--- config.mk ---
export PLATFORM = sky130hd
export DESIGN_NAME = trig_edge_capture
export DESIGN_NICKNAME = d
export VERILOG_FILES = /design/src/rtl/trig_cap_pkg.sv /design/src/rtl/trig_edge_capture_ch.sv /design/src/rtl/trig_edge_capture.sv
export SDC_FILE = /design/constraint.sdc
export NUM_CORES = 1
export LEC_CHECK = 0
export ABC_AREA = 1
export BUFFER_PORTS_ARGS = -buffer_cell sky130_fd_sc_hd__buf_2
export CORE_MARGIN = 2
export CORE_UTILIZATION = 47
export DETAILED_ROUTE_END_ITERATION = 8
export GPL_TIMING_DRIVEN = 0
export MAX_ROUTING_LAYER = met4
export PLACE_DENSITY = 0.63
export SLEW_MARGIN = 20
export SYNTH_ARGS = -nofsm -noshare
export SYNTH_HDL_FRONTEND = slang
export SYNTH_SLANG_ARGS = --single-unit
--- constraint.sdc ---
create_clock -name clk -period 30.3 [get_ports clk]
set_clock_uncertainty 0.05 [all_clocks]
set_input_delay 4.545 -clock clk [delete_from_list [all_inputs] [get_ports clk]]
set_output_delay 4.545 -clock clk [all_outputs]
set_load 0.02 [all_outputs]
--- src/rtl/trig_cap_pkg.sv ---
// Shared types and width helpers for the trigger edge-capture block.
// Channel state encoding, counter saturation value and counter-width helper.
package trig_cap_pkg;

  typedef enum logic [1:0] {
    ST_IDLE    = 2'd0,
    ST_LATCHED = 2'd1,
    ST_DEAD    = 2'd2
  } ch_state_t;

  // Bits needed to hold the value v (never less than one).
  function automatic int bits_for(int v);
    return (v < 2) ? 1 : $clog2(v + 1);
  endfunction

  // All-ones value of a w-bit hit counter, the point where it stops counting.
  function automatic logic [63:0] cnt_sat(int w);
    return (64'(1) << w) - 64'(1);
  endfunction

endpackage

--- src/rtl/trig_edge_capture_ch.sv ---
// One trigger channel: input synchroniser, rising-edge detect, hold/clear/dead FSM.
// With TRIG_HIT_COUNT_EN defined it also keeps a saturating hit counter.
module trig_edge_capture_ch
  import trig_cap_pkg::*;
#(
  parameter int SYNC_STAGES = 2,
  parameter int HOLD_CYCLES = 4,
  parameter int DEAD_CYCLES = 8
`ifdef TRIG_HIT_COUNT_EN
  ,
  parameter int CNT_W = 16
`endif
) (
  input  logic             clk,
  input  logic             rst,
  input  logic             in_i,
  input  logic             en,
  input  logic             clr,
  input  logic             armed,
`ifdef TRIG_HIT_COUNT_EN
  input  logic             cnt_clr,
  output logic [CNT_W-1:0] cnt_o,
`endif
  output logic             q_o,
  output logic             busy_o
);

  localparam int HW = bits_for(HOLD_CYCLES - 1);
  localparam int DW = bits_for((DEAD_CYCLES > 0) ? DEAD_CYCLES - 1 : 0);
  localparam logic [HW-1:0] HOLD_INIT = HW'(HOLD_CYCLES - 1);
  localparam logic [DW-1:0] DEAD_INIT = DW'((DEAD_CYCLES > 0) ? DEAD_CYCLES - 1 : 0);

  logic [SYNC_STAGES-1:0] sync_q, sync_d;
  logic                   prev_q, prev_d;
  ch_state_t              state_q, state_d;
  logic [HW-1:0]          hold_q, hold_d;
  logic [DW-1:0]          dead_q, dead_d;
  logic                   pend_q, pend_d;
  logic                   q_q, q_d;
  logic                   busy_q, busy_d;
  logic                   rise;

  // The chain runs regardless of en so re-enabling never creates a false edge.
  assign sync_d = {sync_q[SYNC_STAGES-2:0], in_i};
  assign prev_d = sync_q[SYNC_STAGES-1];
  assign rise   = armed & sync_q[SYNC_STAGES-1] & ~prev_q;

  always_comb begin
    state_d = state_q;
    hold_d  = hold_q;
    dead_d  = dead_q;
    pend_d  = pend_q;
    if (!en) begin
      state_d = ST_IDLE;
      pend_d  = 1'b0;
    end else begin
      unique case (state_q)
        ST_IDLE: begin
          // A clear arriving with the edge drops the edge.
          if (rise && !clr) begin
            state_d = ST_LATCHED;
            hold_d  = HOLD_INIT;
            pend_d  = 1'b0;
          end
        end
        ST_LATCHED: begin
          if (hold_q != '0) hold_d = hold_q - 1'b1;
          if (hold_q == '0 && (clr || pend_q)) begin
            pend_d = 1'b0;
            if (DEAD_CYCLES == 0) begin
              state_d = ST_IDLE;
            end else begin
              state_d = ST_DEAD;
              dead_d  = DEAD_INIT;
            end
          end else begin
            pend_d = pend_q | clr;
          end
        end
        ST_DEAD: begin
          if (dead_q == '0) state_d = ST_IDLE;
          else              dead_d  = dead_q - 1'b1;
        end
        default: state_d = ST_IDLE;
      endcase
    end
    q_d    = (state_d == ST_LATCHED);
    busy_d = (state_d != ST_IDLE);
  end

  always_ff @(posedge clk or posedge rst) begin
    if (rst) begin
      sync_q  <= '0;
      prev_q  <= 1'b0;
      state_q <= ST_IDLE;
      hold_q  <= '0;
      dead_q  <= '0;
      pend_q  <= 1'b0;
      q_q     <= 1'b0;
      busy_q  <= 1'b0;
    end else begin
      sync_q  <= sync_d;
      prev_q  <= prev_d;
      state_q <= state_d;
      hold_q  <= hold_d;
      dead_q  <= dead_d;
      pend_q  <= pend_d;
      q_q     <= q_d;
      busy_q  <= busy_d;
    end
  end

  assign q_o    = q_q;
  assign busy_o = busy_q;

`ifdef TRIG_HIT_COUNT_EN
  localparam logic [CNT_W-1:0] CNT_MAX = CNT_W'(cnt_sat(CNT_W));

  logic [CNT_W-1:0] cnt_q, cnt_d;
  logic             take;

  assign take = (state_q == ST_IDLE) && (state_d == ST_LATCHED);

  always_comb begin
    cnt_d = cnt_q;
    if (cnt_clr)                        cnt_d = '0;
    else if (take && cnt_q != CNT_MAX)  cnt_d = cnt_q + 1'b1;
  end

  always_ff @(posedge clk or posedge rst) begin
    if (rst) cnt_q <= '0;
    else     cnt_q <= cnt_d;
  end

  assign cnt_o = cnt_q;
`endif

endmodule

--- src/rtl/trig_edge_capture.sv ---
// Multi-channel trigger input capture: WIDTH channels plus a shared arming counter.
// Define TRIG_HIT_COUNT_EN to add per-channel hit counters and the cnt_out read port.
module trig_edge_capture
  import trig_cap_pkg::*;
#(
  parameter  int WIDTH       = 48,
  parameter  int SYNC_STAGES = 2,
  parameter  int HOLD_CYCLES = 4,
  parameter  int DEAD_CYCLES = 8,
  parameter  int CNT_W       = 16,
  localparam int SEL_W       = bits_for(WIDTH - 1)
) (
  input  logic             clk,
  input  logic             rst,
  input  logic [WIDTH-1:0] in_i,
  input  logic [WIDTH-1:0] en,
  input  logic [WIDTH-1:0] clr,
`ifdef TRIG_HIT_COUNT_EN
  input  logic [SEL_W-1:0] cnt_sel,
  input  logic             cnt_clr,
  output logic [CNT_W-1:0] cnt_out,
`endif
  output logic [WIDTH-1:0] q,
  output logic [WIDTH-1:0] busy
);

  // Edges stay suppressed until the synchronisers have flushed their reset state.
  localparam int ARM_CYCLES = SYNC_STAGES + 1;
  localparam int AW         = bits_for(ARM_CYCLES);

  logic [AW-1:0] arm_q, arm_d;
  logic          armed;

  assign armed = (arm_q == AW'(ARM_CYCLES));
  assign arm_d = armed ? arm_q : arm_q + AW'(1);

  always_ff @(posedge clk or posedge rst) begin
    if (rst) arm_q <= '0;
    else     arm_q <= arm_d;
  end

`ifdef TRIG_HIT_COUNT_EN
  logic [CNT_W-1:0] cnt_arr [WIDTH];
`endif

  for (genvar i = 0; i < WIDTH; i++) begin : g_ch
    trig_edge_capture_ch #(
      .SYNC_STAGES (SYNC_STAGES),
      .HOLD_CYCLES (HOLD_CYCLES),
      .DEAD_CYCLES (DEAD_CYCLES)
`ifdef TRIG_HIT_COUNT_EN
      ,
      .CNT_W       (CNT_W)
`endif
    ) u_ch (
      .clk     (clk),
      .rst     (rst),
      .in_i    (in_i[i]),
      .en      (en[i]),
      .clr     (clr[i]),
      .armed   (armed),
`ifdef TRIG_HIT_COUNT_EN
      .cnt_clr (cnt_clr),
      .cnt_o   (cnt_arr[i]),
`endif
      .q_o     (q[i]),
      .busy_o  (busy[i])
    );
  end

`ifdef TRIG_HIT_COUNT_EN
  logic [CNT_W-1:0] cnt_out_q, cnt_out_d;

  always_comb begin
    cnt_out_d = '0;
    if (int'(cnt_sel) < WIDTH) cnt_out_d = cnt_arr[cnt_sel];
  end

  always_ff @(posedge clk or posedge rst) begin
    if (rst) cnt_out_q <= '0;
    else     cnt_out_q <= cnt_out_d;
  end

  assign cnt_out = cnt_out_q;
`endif

endmodule

==> results.yml <==
run:
  drv_cap: 0
power_and_ir_drop:
  power.leakage_nw: 22.7
  worst_ir_drop_vdd_mv: 0.0469
  p_per_area_nw_per_um2: 61.8
final_layout:
  multiInputGateArea_um2: 16100
  syn2layout_area_growth_pct: 14.1
  design_area_um2: 40500
  n_fill_cell: 7046
  layout_commonest_cell: "nand2_1"
  drive_gt1_frac: 0.130
  final_cells: 5822
  layout_common_cells: "1321 x nand2_1, 754 x inv_1, 626 x dfrtp_1"
  seqCellArea_um2: 15700
  fin_nets: 5273
synth:
  seq_area_frac_synth: 0.441
  synthCells: 4468
  synth_compound_area_frac: 0.0601
  synthSimpleGateAreaFrac: 0.261
  synth_top_family_by_area: "simple AND/OR/NAND/NOR gates"
  syn_area_per_cell_um2: 7.95
  synthesis.area_um2: 35500
  synth.mux.area_fraction: 0.000317
  yosysUniqueCellTypes: 28
  ys_warn_count: 0
  synth-seq-cells: 626
  yosys.area_share.adder: 0.119
  synthXorXnorAreaFrac: 0.0116
  synth_fp_nets: 4951
worst_setup_path:
  r2r_end: "g_ch[26].u_ch.q_o$_DFF_PP0_"
  ff2ff_path_depth: 11
  cpPeakStageDelay_ns: 0.45
  crit_chain: "buf_4, buf_2"
  reg2reg_from: "arm_q[0]$_DFFE_PP0P_"
  setup.worst_path.start: "g_ch[38].u_ch.busy_o$_DFF_PP0_"
  crit_fanout: 1
  rrSetupSlack_ns: 28.63
  cpMaxStageDelayCell: "dfrtp_1"
  criticalPathCategory: "reg -> out"
  crit_end: "busy[38]"
  crit_arrival_ns: 1.35
  cp.required_ns: 25.70
  end_kind: "primary output"
  critPathLaunchType: "flop"
detailed_routing:
  vias: 27200
  viasPerCell: 4.67
  remaining_drc_errors: 0
  routed_wirelength_um: 65800
  postRouteAntennaNets: 0
  wl_per_cell_um: 11.3
  initialDrtViolationCount: 1336
  firstDrtPassIters: 7
cts:
  clk_transition_reported_paths_ns: 0.06
  cts_buffers: 72
  cts_num_sinks: 626
  cts_tree: "done"
  insertion_delay_ns: 0.60
  htreeDepth: 3
  hold_buffers: 0
  postCtsResizedCells: 0
  post_cts_buffers: 0
  cts_buffer_depth: 3
  cts-root-buf: "clkbuf_16"
floorplanning:
  core_area_um2: 74600
  initial_core_util: 0.476
  die_area_um2: 77800
  die_y_um: 279
  num_io_pins: 242
  num_rows: 100
  die_w_um: 279
placement:
  place.gp.congestion: 0.859
  dp.cells: 5685
  port_buffers: 241
  placed_area_um2: 38100
  place_hpwl_um: 49300
worst_hold_path:
  hold_path.class: "reg -> reg"
timing:
  max_freq_ghz: 0.168
  period_share: 0.196
  min_period_ns: 5.94
  grt_setup_unrepaired: "no"
  final-hold-violation-count: 0
  slew_violations: 0
  setup_viol: 0
  relSlewSlack: 0.651
  tns_ns: 0
  worst_pin_slew_ns: 0.524
grt:
  grt_busiest_layer: "met2"
  grt_pass1_wl_um: 117000
  grt_max_degree: 97
  grt_util_met1: 0.225
  met3_usage: 0.0316
  grt_pass1_vias: 26400
  grt.total_usage: 0.181
  antenna_found_initial: 15
  grt_use_met2: 0.301
  grt.overflow.total: 0
run_status:
  status: "complete, no violations"
## flip-flops by register name, indices dropped and copies added, names as in the netlist
signal / flops
g_ch.u_ch.sync_q: 96
arm_q: 2
g_ch.u_ch.dead_q: 144
g_ch.u_ch.hold_q: 96
g_ch.u_ch.busy_o: 48
g_ch.u_ch.state_q: 96
g_ch.u_ch.q_o: 48
g_ch.u_ch.pend_q: 48
g_ch.u_ch.prev_q: 48
## metrics by stage
step	hold slack, ns	total power, mW	setup WS [ns]	utilization
after global placement	0.282	1.63	1.08	0.509
after global routing	0.291	2.70	24.31	0.543
after detailed placement	0.285	1.66	24.37	0.511
after floorplan	0.281	1.53	8.17	-
after CTS	0.291	2.55	24.32	0.543
final	0.294	2.50	24.36	0.543
## cell families after synthesis
logic type / count (synthesis)
buffers and inverters: 901
AO/OA/AOI/OAI: 373
XOR/XNOR: 47
flip-flops: 626
multiplexers: 1
AND/OR/NAND/NOR: 2183
adder cells (fa/ha/maj): 337
## worst max-delay path, delay by kind of cell (launching register included)
kind / cells / cell delay, ns
buffers and inverters: 2 / 0.31
DFF: 1 / 0.45
## report_power, final
part	switching, mW	total, mW	leakage, nW	internal (mW)
Clock	0.342	0.867	1.16	0.525
Combinational	0.342	0.567	13.8	0.224
Sequential	0.0854	1.07	7.76	0.984
Total	0.770	2.50	22.7	1.73
## routing by layer
| metal | share of wire | wire [um] |
|---|---|---|
| met4 | 0.025 | 1620 |
| met3 | 0.038 | 2480 |
| met2 | 0.46 | 30300 |
| met1 | 0.48 | 31400 |
| met5 | 0 | 0 |
## area by class of cell
cell class / instances / area share
repair buffers: 248 / 0.0345
well taps: 969 / 0.0299
clock buffers: 103 / 0.0519
flip-flops and latches: 626 / 0.387
diodes: 11 / 0.000679
inverters: 798 / 0.0741
clock inverters: 23 / 0.00667
multi-input cells: 2941 / 0.396
plain buffers: 103 / 0.0196
## cell usage after synthesis
cell / count / area, um^2
a21oi_1: 138 / 691
o2111ai_1: 29 / 254
buf_2: 1 / 5.00
nor2_1: 277 / 1040
o21ai_2: 25 / 219
ha_1: 337 / 4220
buf_4: 96 / 721
xnor2_1: 4 / 35.0
o211ai_1: 23 / 173
nand2_2: 20 / 125
dfrtp_1: 626 / 15700
o21ai_1: 42 / 210
inv_2: 43 / 161
nand2_1: 1321 / 4960
nor3b_1: 29 / 218
nor4_1: 3 / 18.8
o21ai_0: 113 / 566
nor3_1: 3 / 15.0
inv_1: 755 / 2830
nand3_2: 38 / 380
buf_6: 6 / 67.6
nand3b_1: 3 / 22.5
o21bai_1: 3 / 22.5
nor2_2: 41 / 257
or2_2: 2 / 12.5
xor2_1: 43 / 377
nand3_1: 446 / 2230
mux2_2: 1 / 11.3
## worst min path at each step
stage | startpoint | endpoint | slack, ns | depth (start not counted)
finish | g_ch[40].u_ch.sync_q[0]$_DFF_PP0_ | g_ch[40].u_ch.sync_q[1]$_DFF_PP0_ | 0.29 | 0
global route | g_ch[24].u_ch.sync_q[0]$_DFF_PP0_ | g_ch[24].u_ch.sync_q[1]$_DFF_PP0_ | 0.29 | 0
CTS | g_ch[24].u_ch.sync_q[0]$_DFF_PP0_ | g_ch[24].u_ch.sync_q[1]$_DFF_PP0_ | 0.29 | 0
detailed placement | g_ch[10].u_ch.sync_q[0]$_DFF_PP0_ | g_ch[10].u_ch.sync_q[1]$_DFF_PP0_ | 0.28 | 0
global placement | g_ch[23].u_ch.sync_q[0]$_DFF_PP0_ | g_ch[23].u_ch.sync_q[1]$_DFF_PP0_ | 0.28 | 0
floorplan | g_ch[0].u_ch.sync_q[0]$_DFF_PP0_ | g_ch[0].u_ch.sync_q[1]$_DFF_PP0_ | 0.28 | 0
Power figures use the tool's default switching activity.
